--- config.mk ---
export PLATFORM = sky130hd
export DESIGN_NAME = count_rx_flat
export DESIGN_NICKNAME = d
export VERILOG_FILES = /design/src/rtl/count_pkg.sv /design/src/rtl/count_rx_if.sv /design/src/rtl/count_hold.sv /design/src/rtl/count_rx.sv /design/src/flat_wrapper.sv
export SDC_FILE = /design/constraint.sdc
export NUM_CORES = 1
export LEC_CHECK = 0
export CAP_MARGIN = 20
export CORE_MARGIN = 8
export CORE_UTILIZATION = 50
export CTS_CLUSTER_SIZE = 8
export DETAILED_ROUTE_END_ITERATION = 10
export DONT_BUFFER_PORTS = 1
export PLACE_DENSITY = 0.71
export SYNTH_ARGS = -nofsm -noshare
export SYNTH_HDL_FRONTEND = slang
export SYNTH_SLANG_ARGS = --single-unit
--- constraint.sdc ---
create_clock -name clk -period 5 [get_ports clk]
set_clock_uncertainty 0.1 [all_clocks]
set_input_delay 0.75 -clock clk [delete_from_list [all_inputs] [get_ports clk]]
set_output_delay 0.75 -clock clk [all_outputs]
set_load 0.1 [all_outputs]
--- src/rtl/count_pkg.sv ---
// count_pkg: shared receiver state encoding and default word width
package count_pkg;
   localparam int DEFAULT_WIDTH = 16;
   typedef enum logic [1:0] {IDLE, DATA, PARITY, STOP} state_t;
endpackage

--- src/rtl/count_rx_if.sv ---
// count_rx_if: valid/ready word handoff from the receiver to its consumer
interface count_rx_if import count_pkg::*; #(parameter int WIDTH = DEFAULT_WIDTH) ();
   logic [WIDTH-1:0] count;
   logic             count_valid;
   logic             count_ready;
   modport master(output count, count_valid, input count_ready);
   modport slave(input count, count_valid, output count_ready);
endinterface

--- src/rtl/count_hold.sv ---
// count_hold: single-entry output holding register with valid/ready and overrun pulse
module count_hold import count_pkg::*; #(
   parameter int WIDTH = DEFAULT_WIDTH
) (
   input  logic             clk,
   input  logic             rst,
   input  logic             load,
   input  logic [WIDTH-1:0] word,
   count_rx_if.master       bus,
   output logic             overrun
);
   always_ff @(posedge clk or negedge rst) begin
      if (!rst) begin
         bus.count       <= '0;
         bus.count_valid <= 1'b0;
         overrun         <= 1'b0;
      end else begin
         overrun <= load & bus.count_valid & ~bus.count_ready;
         if (load && (!bus.count_valid || bus.count_ready)) begin
            bus.count       <= word;
            bus.count_valid <= 1'b1;
         end else if (bus.count_ready) begin
            bus.count_valid <= 1'b0;
         end
      end
   end
endmodule

--- src/rtl/count_rx.sv ---
// count_rx: strobed serial frame receiver (start, LSB-first data, optional even parity, stop)
module count_rx import count_pkg::*; #(
   parameter int WIDTH     = DEFAULT_WIDTH,
   parameter bit PARITY_EN = 1'b1
) (
   input  logic       clk,
   input  logic       rst,
   input  logic       sin,
   input  logic       sin_en,
   count_rx_if.master bus,
   output logic       frame_err,
   output logic       parity_err,
   output logic       overrun
);
   localparam int CW = $clog2(WIDTH);
   state_t           state, state_n;
   logic [WIDTH-1:0] shreg, shreg_n;
   logic [CW-1:0]    bit_cnt, bit_cnt_n;
   logic             par_bad, par_bad_n;
   logic             good, ferr, perr;
   always_ff @(posedge clk or negedge rst) begin
      if (!rst) begin
         state      <= IDLE;
         shreg      <= '0;
         bit_cnt    <= '0;
         par_bad    <= 1'b0;
         frame_err  <= 1'b0;
         parity_err <= 1'b0;
      end else begin
         state      <= state_n;
         shreg      <= shreg_n;
         bit_cnt    <= bit_cnt_n;
         par_bad    <= par_bad_n;
         frame_err  <= ferr;
         parity_err <= perr;
      end
   end
   // every transition is gated by the bit strobe; stop-bit outcome is decoded here
   always_comb begin
      state_n   = state;
      shreg_n   = shreg;
      bit_cnt_n = bit_cnt;
      par_bad_n = par_bad;
      good      = 1'b0;
      ferr      = 1'b0;
      perr      = 1'b0;
      if (sin_en) begin
         case (state)
            IDLE: begin
               state_n   = sin ? IDLE : DATA;
               bit_cnt_n = '0;
               par_bad_n = 1'b0;
            end
            DATA: begin
               shreg_n   = {sin, shreg[WIDTH-1:1]};
               bit_cnt_n = bit_cnt + 1'b1;
               state_n   = (bit_cnt == CW'(WIDTH-1)) ? (PARITY_EN ? PARITY : STOP) : DATA;
            end
            PARITY: begin
               par_bad_n = ^shreg ^ sin;
               state_n   = STOP;
            end
            default: begin
               state_n = IDLE;
               ferr    = ~sin;
               perr    = sin & par_bad;
               good    = sin & ~par_bad;
            end
         endcase
      end
   end
   count_hold #(.WIDTH(WIDTH)) u_hold (
      .clk     (clk),
      .rst     (rst),
      .load    (good),
      .word    (shreg),
      .bus     (bus),
      .overrun (overrun)
   );
endmodule

--- src/flat_wrapper.sv ---
// flat-port wrapper written by rule: the top's interface ports become plain ports
module count_rx_flat import count_pkg::*;
#(
   parameter int WIDTH     = DEFAULT_WIDTH,
   parameter bit PARITY_EN = 1'b1
)
  (clk, rst, sin, sin_en, frame_err, parity_err, overrun, bus_count, bus_count_valid, bus_count_ready);
  count_rx_if #(.WIDTH(WIDTH)) bus_i ();
  input  logic clk;
  input  logic rst;
  input  logic sin;
  input  logic sin_en;
  output logic frame_err;
  output logic parity_err;
  output logic overrun;
  output wire logic [$bits(bus_i.count)-1:0] bus_count;
  output wire logic [$bits(bus_i.count_valid)-1:0] bus_count_valid;
  input wire logic [$bits(bus_i.count_ready)-1:0] bus_count_ready;
  assign bus_count = bus_i.count;
  assign bus_count_valid = bus_i.count_valid;
  assign bus_i.count_ready = bus_count_ready;
  count_rx #(.WIDTH(WIDTH), .PARITY_EN(PARITY_EN)) u_core (.clk(clk), .rst(rst), .sin(sin), .sin_en(sin_en), .bus(bus_i), .frame_err(frame_err), .parity_err(parity_err), .overrun(overrun));
endmodule
==> After elaboration in Yosys (flattened, before gate mapping) <==
Cells that the tools add are included.
Widths: inputs -> output; s select.
{ "word_totals": {"regBits": 43, "latchBits": 0, "mem_bits_rw": 0, "romBits": 0, "in_bits": 5, "word_cells": 46, "memories": 0} }
{ "classes": {"add_sub_neg": 1, "multipliers": 0, "div": 0, "order_cmp": 0, "n_eq_ne": 3, "shifts": 0, "muxes": 13, "n_bitwise": 8, "n_reduce_logical": 12} }
{ "ops": {"columns": ["op", "count"], "rows": [
  ["$reduce_xor 16->1", 1],
  ["$mux 1", 9],
  ["$pmux 4 s2", 1],
  ["$pmux 2 s3", 1],
  ["$reduce_and 2->1", 3],
  ["$reduce_bool 2->1", 3],
  ["$add 4x1->4 const B", 1],
  ["$and 1x1->1", 4],
  ["$eq 4x4->1 const B", 1],
  ["$not 1->1", 3],
  ["$reduce_or 3->1", 1],
  ["$eq 2x1->1 const B", 1],
  ["$eq 2x2->1 const B", 1],
  ["$logic_not 2->1", 1],
  ["$mux 2", 1],
  ["$pmux 1 s2", 1],
  ["$logic_and 1x1->1", 1],
  ["$logic_not 1->1", 1],
  ["$logic_or 1x1->1", 1],
  ["$xor 1x1->1", 1]
]} }

==> Logic depth before layout (Yosys ltp) <==
{ "logic_depth": {"depth_word": 6, "ltp_mapped": 7} }

==> Hierarchy <==
A second synthesis with hierarchy kept.
{ "hier_totals": {"hier_cells": 137, "hier_area_um2": 1891.8} }
{ "by_module_without_submodules": {"columns": ["mod", "instances", "cells_each", "area_each_um2"], "rows": [
  ["count_rx", 1, 97, 1167.4],
  ["count_hold", 1, 40, 724.4]
]} }

==> Worst setup path after synthesis <==
OpenSTA, ideal clock, no wires.
{ "synth_timing": {"kind": "in2reg", "startpoint": "in sin_en", "endpoint": "reg u_core.u_hold.bus.count[0]", "t_arrival_ns": 1.840, "t_required_ns": 4.774, "slack_ns": 2.934, "stages": 6, "cell_sequence": "nand3_2 or3_4 nor2b_4 buf_6 buf_12 mux2_4"} }
{ "synth_via": {"elab_chain_len": 2} }
{ "synth_rtl": {"columns": ["item", "line_no", "rtl"], "rows": [
  ["start: declaration", "flat_wrapper.sv:12", "input logic sin_en;"],
  ["$mux 1", "count_rx.sv:47", "if (sin_en) begin"],
  ["$logic_and 1x1->1", "count_hold.sv:19", "if (load && (!bus.count_valid || bus.count_ready)) begin"],
  ["end signal: assignment", "count_hold.sv:20", "bus.count <= word;"],
  ["end: declaration", "count_rx_if.sv:6", "modport master(output count, count_valid, input count_ready);"]
]} }
No other way between the ends.
A chain may end at the register's enable or synchronous reset.

==> Worst setup path after layout <==
{ "layout_timing": {"startpoint": "reg u_core.u_hold.bus.count_valid", "endpoint": "reg u_core.u_hold.bus.count[11]"} }
{ "layout_via": {"elab_chain_len": 3} }
{ "layout_rtl": {"columns": ["item", "line_no", "rtl"], "rows": [
  ["start: declaration", "count_rx_if.sv:6", null],
  ["start signal: assignment", "count_hold.sv:15", "bus.count_valid <= 1'b0;"],
  ["start signal: assignment", "count_hold.sv:21", "bus.count_valid <= 1'b1;"],
  ["start signal: assignment", "count_hold.sv:23", "bus.count_valid <= 1'b0;"],
  ["$logic_not 1->1", "count_hold.sv:19", null],
  ["$logic_or 1x1->1", "count_hold.sv:19", null],
  ["$logic_and 1x1->1", "count_hold.sv:19", null]
]} }
No other way between the ends.

==> metrics.md <==
| Metric | Value |
|---|---|
| Status | `complete, no violations` |
| CP Max Fanout | `16` |
| Flop pwr share | `0.551` |
| Tot Pwr | `1.46 mW` |
| Final hold violations | `0` |
| # diodes | `0` |
| Placer Congestion | `0.757` |
| Tcrit/Tclk final | `0.443` |
| Final setup violation count | `0` |
| Tightest Hold Check Type | `primary input to asynchronous set/reset pin` |
| Die H | `77.4 um` |
| I/O Buffers | `0` |
| Storage cell area | `1080 um2` |
| Routed wire length | `2910 um` |
| Yosys Warn Count | `0` |
| Worst setup SP type | `flop` |
| Worst vdd ir | `291 uV` |
| Sw Ratio | `0.421` |
| Setup TNS | `0 ns` |
| CTS tree | `built` |
| Post-Syn Area | `1890 um2` |
| Lkg Pwr | `0.912 nW` |
| Logic gate share of total power | `0.305` |
| Dominant cell type by area after synthesis | `dfrtp_1` |
| Synthesis-stage register bit count | `43` |
| Sequential area share after synthesis | `0.570` |
| EDFF count, synth | `0` |
| Area contributors post-synth | `dfrtp_1 (57%), mux2_2 (13%), mux2_4 (8.0%)` |
| Synth-to-layout area growth | `5.17%` |
| Largest family of logic cells by synthesized area | `multiplexers` |
| PostCTS Resize Cnt | `0` |
| Count of pins over their slew limit | `0` |
| Routed Antenna Nets | `0` |
| I/O pin total | `25` |
| Synth Area per Inst | `14.1 um2` |
| Top post-synthesis cells by count | `dfrtp_1 (43), mux2_2 (21), xnor2_1 (12)` |
| Clock power frac | `0.143` |
| Sw Pwr | `0.613 mW` |
| DRC viols | `0` |
| Dominant synthesized flop cell | `dfrtp_1` |
| RSZ-0062 raised after global routing | `no` |
| Core area | `3630 um2` |
| Synthesized net count | `140` |
| Clk_lat worst skew | `0.28 ns` |
| DP Wirelength | `2030 um` |
| Worst R2R Start | `u_core.u_hold.bus.count_valid` |
| Pre-Repair DR Iteration Count | `4` |
| CP Class | `flop to flop` |
| Initial antenna violation count | `0` |
| Drt via density | `5.23` |
| Synth Instances | `134` |
| Drt initial violations | `48` |
| Worst path required time | `5.06 ns` |
| Compound-cell area share of the yosys netlist | `0.0411` |
| Fmax | `451 MHz` |
| Number of global-route vias before repair | `1031` |
| Pwr dens | `734 nW/um2` |
| Fraction of layout cells with a size suffix above 1 | `0.314` |
| CTS Buffer Depth | `2` |
| Crit path capture type | `flop` |
| Depth of the CTS H-tree | `2` |
| Worst r2r path cells | `3` |
| Non-Filler Instances | `185` |
| Total gr overflow | `0` |
| Xor and xnor area share after synthesis | `0.0769` |
| Initial Utilization | `0.519` |
| Post-synthesis cell type count | `29` |
| Routed WL per cell | `15.7 um` |
| Max_cap viols | `0` |
| P_int | `0.843 mW` |
| Share of the synthesized area in the top cell type | `0.570` |
| Worst EP arrival | `2.28 ns` |
| Finished Core Util | `0.546` |
| Worst-path clk slew | `0.08 ns` |
| First-pass GRT wire length | `5130 um` |
| Largest net degree at the start of global routing | `44` |
| Cts bufs inserted | `5` |
| Die area | `6000 um2` |
| Max_slew headroom | `0.383` |
| FF-to-FF End | `u_core.u_hold.bus.count[11]` |
| Post-synth ARST share | `1.00` |
| Row cnt | `22` |
| Final net count | `142` |
| Root buffer cell | `clkbuf_8` |
| Vias | `967` |
| Multiplexer share of the synthesized area | `0.205` |
| Area of the multi-input gates | `752 um2` |
| Post-synthesis adder-cell area fraction | `0.00663` |
| Post-CTS Setup Repair Bufs | `0` |
| Fin crit period | `2.22 ns` |
| Hold_ws | `0.0537 ns` |
| Post-synthesis simple-gate area fraction | `0.0690` |
| Most common cell in the netlist | `dfrtp_1` |
| Gr usage total | `0.105` |
| Hold_buf cts | `0` |
| Inst Count DP | `177` |
| Die width | `77.4 um` |
| Worst-margin pin slew | `0.925 ns` |
| Clk sinks | `43` |
| # fillers | `329` |
| R2R setup slack | `2.78 ns` |
-- cell usage in the layout, fill, tap and decap left out, drive strengths merged --
cell and n:
mux2 31, nand2b 2, a21o 1, nand2 7
dfrtp 43, nor2 2, xor2 2, nor3 2
ha 1, xnor3 1, clkbuf 6, or2b 1
or2 1, nor2b 2, a22o 1, xnor2 12
o21ai 11, nand3 3, clkinv 1, or3 1
a31oi 1, nand3b 1, inv 3, clkinvlp 1
-- worst max path at each step --
stage / cells past startpoint / slack (ns) / startpoint / to
after floorplan: 6 / 2.93 / sin_en / u_core.u_hold.bus.count[0]
after global placement: 4 / 2.70 / sin_en / u_core.u_hold.bus.count[9]
after detailed placement: 4 / 2.65 / sin_en / u_core.u_hold.bus.count[9]
after CTS: 3 / 2.77 / u_core.u_hold.bus.count_valid / u_core.u_hold.bus.count[13]
after global routing: 3 / 2.68 / u_core.u_hold.bus.count_valid / u_core.u_hold.bus.count[9]
final: 3 / 2.78 / u_core.u_hold.bus.count_valid / u_core.u_hold.bus.count[11]
-- cell families after synthesis --
group	count (synthesis)
adders and majority gates	1
muxes	31
buffers and inverters	8
and+or+nand+nor	22
DFF	43
AOI/OAI and AO/OA	14
xor gates and xnor gates	15
-- per-layer routing --
layer,track usage,wire length (um),up-vias
met3,0.0611,236,4
met1,0.118,1250,483
met2,0.168,1380,19
li1,-,-,461
met4,0.0302,38,0
met5,0,0,-
-- metrics by stage --
step                      instance area (um2)  worst slack [ns]
after floorplan                          1890              2.93
after global placement                   1900              2.70
after detailed placement                 1900              2.65
after CTS                                1980              2.77
after global routing                     1980              2.68
final                                    1980              2.78
-- flip-flops by register name, summed over array words and instances (netlist names) --
| signal | flops |
|---|---|
| u_core.parity_err | 1 |
| u_core.shreg | 16 |
| u_core.state | 2 |
| u_core.par_bad | 1 |
| u_core.frame_err | 1 |
| u_core.u_hold.bus.count | 16 |
| u_core.u_hold.overrun | 1 |
| u_core.bit_cnt | 4 |
| u_core.u_hold.bus.count_valid | 1 |
-- critical path: stages (launching register included) --
cell and delay, ns:
dfrtp_1 0.74, nand2b_1 0.29, nor2b_4 0.56, mux2_2 0.40
-- final cells by class --
| type | instances | share of cell area |
|---|---|---|
| tap | 48 | 0.0303 |
| clock buffer | 6 | 0.0366 |
| clock inverter | 2 | 0.00631 |
| sequential | 43 | 0.542 |
| multi-input combinational | 83 | 0.379 |
| inverter | 3 | 0.00567 |
-- power by group through the flow --
stage               logic [mW]  clock network [mW]  registers (mW)
global route             0.490               0.230           0.828
global placement         0.446                   0           0.808
floorplan                0.413                   0           0.773
detailed placement       0.452                   0           0.815
CTS                      0.457               0.215           0.807
finish                   0.445               0.209           0.803
No activity file was read; power rests on OpenSTA's default activity.
